[config.mk]
export PLATFORM = sky130hd
export DESIGN_NAME = rr_arbiter_wrr
export DESIGN_NICKNAME = d
export VERILOG_FILES = /design/src/rtl/rr_arbiter_wrr.sv
export SDC_FILE = /design/constraint.sdc
export NUM_CORES = 1
export LEC_CHECK = 0
export BUFFER_PORTS_ARGS = -buffer_cell sky130_fd_sc_hd__buf_2
export CAP_MARGIN = 20
export CORE_AREA = 5 5 168 170
export DETAILED_ROUTE_END_ITERATION = 8
export DIE_AREA = 0 0 173 175
export PLACE_DENSITY_LB_ADDON = 0.1
export SETUP_SLACK_MARGIN = 0.1
export SYNTH_ARGS = -nofsm -noshare
export SYNTH_HDL_FRONTEND = slang
export SYNTH_SLANG_ARGS = --single-unit
[constraint.sdc]
create_clock -name clk -period 6.8 [get_ports clk]
set_clock_uncertainty 0.2 [all_clocks]
set_input_delay 1.36 -clock clk [delete_from_list [all_inputs] [get_ports clk]]
set_output_delay 1.36 -clock clk [all_outputs]
set_load 0.005 [all_outputs]
[src/rtl/rr_arbiter_wrr.sv]
`default_nettype none
// ============================================================================
//  Module      : rr_arbiter_wrr
//  Description : Weighted round-robin arbiter for N requesters sharing one
//                downstream (L2) port, one outstanding transaction at a time.
//                Optional starvation guard compiled in with the macro
//                ARB_STARVE_GUARD_EN.
//  Revision    : 1.0 - initial release
// ============================================================================
module rr_arbiter_wrr #(
    parameter int N            = 4,
    parameter int AW           = 32,
    parameter int DW           = 32,
    parameter int WW           = 4,
    parameter int STARVE_LIMIT = 64
) (
    input  logic              clk,
    input  logic              rst_n,
    input  logic [N-1:0]      req_valid,
    output logic [N-1:0]      req_ready,
    input  logic [N*AW-1:0]   req_addr,
    input  logic [N-1:0]      req_we,
    input  logic [N*DW-1:0]   req_wdata,
    input  logic [N-1:0]      req_ll,
    input  logic [N-1:0]      req_sc,
    input  logic [N*WW-1:0]   weight,
    output logic [N-1:0]      rsp_valid,
    output logic [DW-1:0]     rsp_rdata,
    output logic              rsp_sc_success,
    output logic              l2_req_valid,
    input  logic              l2_req_ready,
    output logic [AW-1:0]     l2_addr,
    output logic              l2_we,
    output logic [DW-1:0]     l2_wdata,
    output logic              l2_ll,
    output logic              l2_sc,
    input  logic              l2_rsp_valid,
    input  logic [DW-1:0]     l2_rsp_rdata,
    input  logic              l2_rsp_sc_success
);

    localparam int c_PW = (N > 1) ? $clog2(N) : 1;
    localparam int c_SW = c_PW + 1;

    typedef enum logic [1:0] {
        ST_IDLE  = 2'd0,
        ST_ISSUE = 2'd1,
        ST_WAIT  = 2'd2
    } state_t;

    state_t            r_state;
    state_t            w_state_nxt;

    logic [c_PW-1:0]   r_rr_ptr;
    logic [WW-1:0]     r_burst_cnt;
    logic [WW-1:0]     r_burst_lim;
    logic [c_PW-1:0]   r_owner;
    logic [AW-1:0]     r_addr;
    logic              r_we;
    logic [DW-1:0]     r_wdata;
    logic              r_ll;
    logic              r_sc;

    logic [c_SW-1:0]   w_scan;
    logic              w_rr_found;
    logic [c_PW-1:0]   w_rr_idx;
    logic              w_starved;
    logic [c_PW-1:0]   w_starve_idx;
    logic [c_PW-1:0]   w_win_idx;
    logic [c_PW-1:0]   w_ptr_inc;
    logic [WW-1:0]     w_win_weight;
    logic [WW-1:0]     w_lim;
    logic [WW-1:0]     w_cnt_inc;
    logic              w_burst_end;
    logic              w_grant;
    logic              w_rsp_fire;

    // Round-robin scan: first valid port at or after the pointer, modulo N
    always_comb begin
        w_scan     = '0;
        w_rr_found = 1'b0;
        w_rr_idx   = '0;
        for (int k = 0; k < N; k++) begin
            w_scan = {1'b0, r_rr_ptr} + c_SW'(k);
            if (w_scan >= c_SW'(N)) begin
                w_scan = w_scan - c_SW'(N);
            end
            if (!w_rr_found && req_valid[w_scan[c_PW-1:0]]) begin
                w_rr_found = 1'b1;
                w_rr_idx   = w_scan[c_PW-1:0];
            end
        end
    end

`ifdef ARB_STARVE_GUARD_EN
    localparam int          c_CW = $clog2(STARVE_LIMIT + 1);
    localparam logic [c_CW-1:0] c_SL  = c_CW'(STARVE_LIMIT);
    localparam logic [c_CW-1:0] c_MAX = {c_CW{1'b1}};

    logic [c_CW-1:0] r_wait_cnt [N];

    // Per-port wait counters: count cycles spent valid but not accepted
    generate
        for (genvar g = 0; g < N; g++) begin : g_wait_cnt
            always_ff @(posedge clk) begin
                if (!rst_n) begin
                    r_wait_cnt[g] <= '0;
                end else if (req_ready[g]) begin
                    r_wait_cnt[g] <= '0;
                end else if (req_valid[g] && (r_wait_cnt[g] != c_MAX)) begin
                    r_wait_cnt[g] <= r_wait_cnt[g] + 1'b1;
                end
            end
        end
    endgenerate

    // Lowest-index starved port overrides the round-robin choice
    always_comb begin
        w_starved    = 1'b0;
        w_starve_idx = '0;
        for (int i = N - 1; i >= 0; i--) begin
            if (req_valid[i] && (r_wait_cnt[i] >= c_SL)) begin
                w_starved    = 1'b1;
                w_starve_idx = c_PW'(i);
            end
        end
    end
`else
    assign w_starved    = 1'b0;
    assign w_starve_idx = '0;
`endif

    assign w_win_idx    = w_starved ? w_starve_idx : w_rr_idx;
    assign w_ptr_inc    = (w_win_idx == c_PW'(N - 1)) ? '0 : (w_win_idx + 1'b1);
    assign w_win_weight = weight[w_win_idx*WW +: WW];
    // The limit is sampled only when a burst starts; mid-burst weight edits wait
    assign w_lim        = (r_burst_cnt != '0) ? r_burst_lim :
                          ((w_win_weight == '0) ? WW'(1) : w_win_weight);
    assign w_cnt_inc    = r_burst_cnt + 1'b1;
    assign w_burst_end  = w_starved || (w_win_idx != r_rr_ptr) || (w_cnt_inc >= w_lim);
    assign w_grant      = rst_n && (r_state == ST_IDLE) && w_rr_found;
    assign w_rsp_fire   = rst_n && (r_state == ST_WAIT) && l2_rsp_valid;

    // State register
    always_ff @(posedge clk) begin
        if (!rst_n) begin
            r_state <= ST_IDLE;
        end else begin
            r_state <= w_state_nxt;
        end
    end

    // Next-state and handshake outputs; everything forced low while in reset
    always_comb begin
        w_state_nxt    = r_state;
        req_ready      = '0;
        rsp_valid      = '0;
        rsp_rdata      = '0;
        rsp_sc_success = 1'b0;
        l2_req_valid   = 1'b0;
        case (r_state)
            ST_IDLE: begin
                if (w_grant) begin
                    req_ready   = N'(1) << w_win_idx;
                    w_state_nxt = ST_ISSUE;
                end
            end
            ST_ISSUE: begin
                l2_req_valid = rst_n;
                if (l2_req_ready) begin
                    w_state_nxt = ST_WAIT;
                end
            end
            ST_WAIT: begin
                if (w_rsp_fire) begin
                    rsp_valid      = N'(1) << r_owner;
                    rsp_rdata      = l2_rsp_rdata;
                    rsp_sc_success = l2_rsp_sc_success;
                    w_state_nxt    = ST_IDLE;
                end
            end
            default: begin
                w_state_nxt = ST_IDLE;
            end
        endcase
    end

    // Pointer and burst bookkeeping, updated once per grant
    always_ff @(posedge clk) begin
        if (!rst_n) begin
            r_rr_ptr    <= '0;
            r_burst_cnt <= '0;
            r_burst_lim <= '0;
        end else if (w_grant) begin
            if (w_burst_end) begin
                r_rr_ptr    <= w_ptr_inc;
                r_burst_cnt <= '0;
            end else begin
                r_burst_cnt <= w_cnt_inc;
            end
            r_burst_lim <= w_lim;
        end
    end

    // Capture the winner's request so later requester changes cannot disturb it
    always_ff @(posedge clk) begin
        if (!rst_n) begin
            r_owner <= '0;
            r_addr  <= '0;
            r_we    <= 1'b0;
            r_wdata <= '0;
            r_ll    <= 1'b0;
            r_sc    <= 1'b0;
        end else if (w_grant) begin
            r_owner <= w_win_idx;
            r_addr  <= req_addr[w_win_idx*AW +: AW];
            r_we    <= req_we[w_win_idx];
            r_wdata <= req_wdata[w_win_idx*DW +: DW];
            r_ll    <= req_ll[w_win_idx];
            r_sc    <= req_sc[w_win_idx];
        end
    end

    assign l2_addr  = r_addr;
    assign l2_we    = r_we;
    assign l2_wdata = r_wdata;
    assign l2_ll    = r_ll;
    assign l2_sc    = r_sc;

endmodule
`default_nettype wire

# [Yosys cells after proc, flatten, opt, wreduce, memory -nomap -nowiden]
# Index checks and enable logic that the tools add are counted.
[totals] register_bits=81 inputBits=325 out_inout_bits=109
[op_classes] magnitude_cmp=10 n_mux=43 n_reduce_logical=16 shift=5 n_eq_ne=7 add_sub_neg=9
[op_table] op="variable part select 128 x 8 -> 32 bit" count=2
[op_table] op="two-way mux 32 bit" count=2
[op_table] op="two-way mux 4 bit" count=7
[op_table] op="two-way mux 2 bit" count=12
[op_table] op="variable part select 16 x 5 -> 4 bit" count=1
[op_table] op="less-than comparator 2 x 3 -> 1 bit (second input constant)" count=5
[op_table] op="binary-select mux 1 bit (select 2 bit)" count=7
[op_table] op="two-way mux 1 bit" count=14
[op_table] op="greater-or-equal comparator 3 bit (second input constant)" count=3
[op_table] op="left shift 1 x 2 -> 4 bit (first input constant)" count=2
[op_table] op="subtractor 2 x 1 -> 2 bit (second input constant)" count=4
[op_table] op="logical AND 1 bit" count=7
[op_table] op="adder 2 x 2 -> 3 bit (second input constant)" count=2
[op_table] op="inequality test 2 bit (second input constant)" count=3
[op_table] op="one-hot mux 2 bit (3 select lines)" count=1
[op_table] op="adder 4 x 1 -> 4 bit (second input constant)" count=1
[op_table] op="== test 2 bit (second input constant)" count=2
[op_table] op="greater-or-equal comparator 4 bit" count=1
[op_table] op="logical NOT 4 bit" count=1
[op_table] op="nonzero test 4 bit" count=1
[op_table] op="adder 2 x 1 -> 3 bit (second input constant)" count=1
[op_table] op="greater-or-equal comparator 2 x 3 -> 1 bit (second input constant)" count=1
[op_table] op="logical NOT 1 bit" count=3
[op_table] op="AND reduction 3 bit" count=1
[op_table] op="other kinds (6)" count=6

# [Logic depth before layout (Yosys ltp)]
[depth] depth_word=21 mapped_depth=16 ltp_nobuf=14

# [Worst setup path before layout]
# OpenSTA, ideal clock, no wires.
[synth_path] path_type="input to register" start="input port req_valid[0]" end="register r_burst_cnt[1]" n_path_buf=1 path_slack_ns=2.248 cell_stages=15 setup_time_ns=0.072 arrival_ns=4.280 t_required_ns=6.528 cell_sequence="nor2b_1 -> o21a_1 -> or3_1 -> buf_2 -> inv_2 -> nand3_1 -> a222oi_1 -> o22a_1 -> ha_1 -> nand2b_1 -> a21o_1 -> a21o_1 -> a211oi_1 -> o21ai_0 -> a21oi_1"
[synth_between] elab_chain_len=19 elab_cells_between_ends=31 classes_between="order compare: 1; eq/ne: 1; shift: 1; mux: 19; reduce/logical: 9"
[synth_lines] item="start, declared" line_no="19" source="input logic [N-1:0] req_valid,"
[synth_lines] item="binary-select mux 1 bit (select 2 bit)" line_no="88" source="if (!w_rr_found && req_valid[w_scan[c_PW-1:0]]) begin"
[synth_lines] item="two-way mux 1 bit (not written as such)" line_no="88"
[synth_lines] item="two-way mux 1 bit" line_no="88"
[synth_lines] item="logical NOT 1 bit" line_no="88"
[synth_lines] item="logical AND 1 bit" line_no="88"
[synth_lines] item="two-way mux 1 bit" line_no="88"
[synth_lines] item="logical NOT 1 bit" line_no="88"
[synth_lines] item="logical AND 1 bit" line_no="88"
[synth_lines] item="(+4 left out)"
[synth_lines] item="net w_rr_idx[0]" line_no="66" source="logic [c_PW-1:0] w_rr_idx;"
[synth_lines] item="variable part select 16 x 5 -> 4 bit *" line_no="135" source="assign w_win_weight = weight[w_win_idx*WW +: WW];"
[synth_lines] item="logical NOT 4 bit" line_no="138" source="((w_win_weight == '0) ? WW'(1) : w_win_weight);"
[synth_lines] item="two-way mux 4 bit *" line_no="138"
[synth_lines] item="two-way mux 4 bit *" line_no="137" source="assign w_lim = (r_burst_cnt != '0) ? r_burst_lim :"
[synth_lines] item="net w_lim[0]" line_no="72" source="logic [WW-1:0] w_lim;"
[synth_lines] item="greater-or-equal comparator 4 bit *" line_no="140" source="assign w_burst_end = w_starved || (w_win_idx != r_rr_ptr) || (w_cnt_inc >= w_lim);"
[synth_lines] item="logical OR 1 bit *" line_no="140"
[synth_lines] item="two-way mux 4 bit *" line_no="195" source="if (w_burst_end) begin"
[synth_lines] item="end signal, assigned" line_no="199" source="r_burst_cnt <= w_cnt_inc;"
[synth_lines] item="end, declared" line_no="55" source="logic [WW-1:0] r_burst_cnt;"
# Mark *: on every way through the listed nets, which the timed path passes. The rest lies on a longest branch. The select of a mux whose other input is x is not followed.
# A chain may end at the register's enable or synchronous reset.

# [Worst setup path in the final report]
[layout_path] start="input port req_valid[0]" end="output port req_ready[0]"
[layout_between] elab_chain_len=15 elab_cells_between_ends=26 classes_between="shift: 1; mux: 18; reduce/logical: 7"
[layout_lines] item="binary-select mux 1 bit (select 2 bit)" line_no="88"
[layout_lines] item="two-way mux 1 bit (not written as such)" line_no="88"
[layout_lines] item="two-way mux 1 bit" line_no="88"
[layout_lines] item="logical NOT 1 bit" line_no="88"
[layout_lines] item="logical AND 1 bit" line_no="88"
[layout_lines] item="two-way mux 1 bit" line_no="88"
[layout_lines] item="logical NOT 1 bit" line_no="88"
[layout_lines] item="logical AND 1 bit" line_no="88"
[layout_lines] item="two-way mux 1 bit" line_no="88"
[layout_lines] item="logical NOT 1 bit" line_no="88"
[layout_lines] item="logical AND 1 bit" line_no="88"
[layout_lines] item="two-way mux 2 bit / two-way mux 1 bit (equally long branches)" line_no="88"
[layout_lines] item="left shift 1 x 2 -> 4 bit / logical AND 1 bit (equally long branches)" line_no="164, 141"
[layout_lines] item="two-way mux 4 bit *" line_no="163" source="if (w_grant) begin"
[layout_lines] item="two-way mux 4 bit *" line_no="161" source="case (r_state)"
[layout_lines] item="end, declared" line_no="20" source="output logic [N-1:0] req_ready,"
# Every way passes the cells marked *; elsewhere a longest branch is shown, timed or not. The select of a mux whose other input is x is not followed.

==> impl_metrics.tcl <==
set metrics [dict create \
    status "complete, no violations" \
    syn_area_mm2 0.00564 \
    fp.coreArea_mm2 0.0266 \
    max_stage_delay_ns 0.76 \
    ys_seq_area_share_pct 28.8 \
    drt.antenna.violating_nets 0 \
    dpl_cell_area_mm2 0.00806 \
    grt_start_max_net_pins 75 \
    globalplace.congestion 0.793 \
    wl_per_cell_um 19.2 \
    final_cell_mix "433 x buf_2, 120 x nand2_1, 81 x dfxtp_1, 45 x and3_1, 43 x a211oi_1" \
    fmax_mhz 197 \
    finalWirelength_um 27500 \
    setup_ws_ns 1.74 \
    synth_top_area_share_pct 28.8 \
    hold-worst-slack_ns 0.248 \
    power_mw 2.62 \
    grt_pass1_wl_um 41200 \
    syn_avg_cell_area_um2 8.04 \
    cts_buffers 9 \
    die_w_um 173 \
    relSlewSlack_pct 28.7 \
    dieArea_mm2 0.0303 \
    ctsHoldBuffers 0 \
    grt_busiest_layer "met2" \
    ys.warnings.count 0 \
    ys_seq_elements 81 \
    syn_nets 1036 \
    worstPathCellList "buf_2, nor2b_1, o21a_1, or3_4, buf_4, ha_1, and3_1, buf_2" \
    track_usage_pct 17.2 \
    clk_latency_ns 0.34 \
    hpwl_um 21500 \
    path_clk_slew_ns 0.06 \
    crit_path_max_fanout 70 \
    fp-row-count 60 \
    drt_iter0_drc 301 \
    finalMaxSlewViolations 0 \
    worst_ir_drop_vdd_v 0.000171 \
    cts_resized 0 \
    grt_util_met2_pct 31.1 \
    setup_tns_ns 0 \
    synth_edf_count 0 \
    leakagePower_nw 4.27 \
    stdcell_area_mm2 0.00833 \
    portBuffers 433 \
    cpMaxStageDelayCell "buf_4" \
    antenna_found_initial 5 \
    htreeDepth 3 \
    async_flop_share_pct 0 \
    met1_usage_pct 19.7 \
    route.vias.total 6739 \
    met3_usage_pct 5.39 \
    finalSetupViolations 0 \
    layout_commonest_cell "buf_2" \
    cp_common_cell "buf_2" \
    fin_crit_sh_pct 74.5 \
    cp.required_ns 5.24 \
    syn_to_final_growth_pct 47.7 \
    rsz0062_at_grt "false" \
    vias_per_cell 4.69 \
    io_pins 434 \
    drt_pass1_iterations 7 \
    cts_root_buf "clkbuf_16" \
    cts_setup_buffers 0 \
    fin_nets 1422 \
    synthTopCellsByArea "dfxtp_1 29%, nand2_1 8.0%, a311o_1 6.6%" \
    hold_class "register to register" \
    grt_overflow 0 \
    synth_top_area_cell "dfxtp_1" \
    fin_crit_ns 5.06 \
    cts_tree "done" \
    critical_path_class "input pin to output pin" \
    remaining_drc_errors 0 \
    worstMarginPinSlew_ns 1.07 \
    dp_slack_ns 1.47 \
    netlist_instances 701 \
    start_util_pct 21.2 \
    drive_gt1_share_pct 43.6 \
    ys.flop_type "dfxtp_1" \
    grt_pass1_vias 6915 \
    yosys.cell_types.count 48 \
    hold_viol 0 \
    power_per_cell_area_mw_per_mm2 315 \
    cp.arrival_ns 3.50 \
    clock_tree.buffer_depth 2 \
    cts.sinks 81 \
    end_kind "output pin" \
    dieHeight_um 175 \
    cp-start-kind "input pin" \
    fillers 2981 \
    drv_cap 0 \
]
==> cells by family after synthesis <==
family                   count (synthesis)  synth area share [%]
buffers and inverters                   76                  5.79
adder cells (fa/ha/maj)                 10                  2.22
multiplexers                            61                  12.1
AND/OR/NAND/NOR                        246                  21.3
XOR/XNOR                                 4                 0.622
AO/OA/AOI/OAI                          223                  29.2
flip-flops                              81                  28.8
==> cell usage after synthesis, drive strengths merged, types with 7 or more instances <==
cell type,n
nand2,121
dfxtp,81
and3,45
o21ai,44
a211oi,43
clkbuf,43
a21boi,37
a311o,37
and2,35
a22oi,31
mux2i,31
mux2,30
buf,26
nand3,14
nor2,11
nor2b,11
ha,10
a21oi,9
inv,7
==> flip-flops by register name (all words and copies together), names as in the netlist, 2 cells and up <==
name / count
r_owner: 2
l2_addr: 32
r_rr_ptr: 2
r_burst_cnt: 4
r_state: 2
l2_wdata: 32
r_burst_lim: 4
==> where the power goes <==
| part | switching (mW) | internal [mW] |
|---|---|---|
| clock | 0.209 | 0.247 |
| combinational | 0.828 | 0.624 |
| sequential | 0.0895 | 0.623 |
| total | 1.13 | 1.49 |
==> through the flow <==
| step | utilization, % | cells |
|---|---|---|
| 2_1_floorplan | - | 701 |
| 3_5_place_dp | 30.3 | 1417 |
| 6_report | 31.3 | 1436 |
| 3_3_place_gp | 30.2 | 1416 |
| 5_1_grt | 31.3 | 1436 |
| 4_1_cts | 31.3 | 1433 |
==> layout make-up <==
type	count	area [um2]	area share, %
Inverter	7	26.3	0.315
Clock inverter	5	32.5	0.391
Tap cell	341	427	5.12
Antenna cell	3	7.51	0.0901
Multi-Input combinational cell	544	3710	44.6
Timing Repair Buffer	444	2270	27.2
Sequential cell	81	1620	19.5
Clock buffer	11	233	2.79
==> critical path: cells and delay by family <==
family	cells	cell delay (ns)
compound gates	1	0.18
fa+ha+maj	1	0.28
buf+inv	3	1.03
simple gates	3	0.63
==> layer usage <==
metal | share of wire, % | wire [um]
met5 | 0.069 | 19
met4 | 1.8 | 489
met3 | 7.2 | 1990
met2 | 51 | 13900
met1 | 40 | 11100
==> worst paths after layout <==
kind	startpoint	to	slack, ns	cells after the start
worst max-delay path	req_valid[0]	req_ready[0]	1.74	8
worst min-delay path	l2_addr[20]$_SDFFE_PN0P_	l2_addr[20]$_SDFFE_PN0P_	0.25	2
worst max register to register	r_rr_ptr[0]$_SDFFE_PN0P_	r_burst_cnt[3]$_SDFFE_PN0P_	2.47	13
worst min register to register	l2_addr[20]$_SDFFE_PN0P_	l2_addr[20]$_SDFFE_PN0P_	0.25	2
Note: power is estimated with default switching activity, not from simulation.
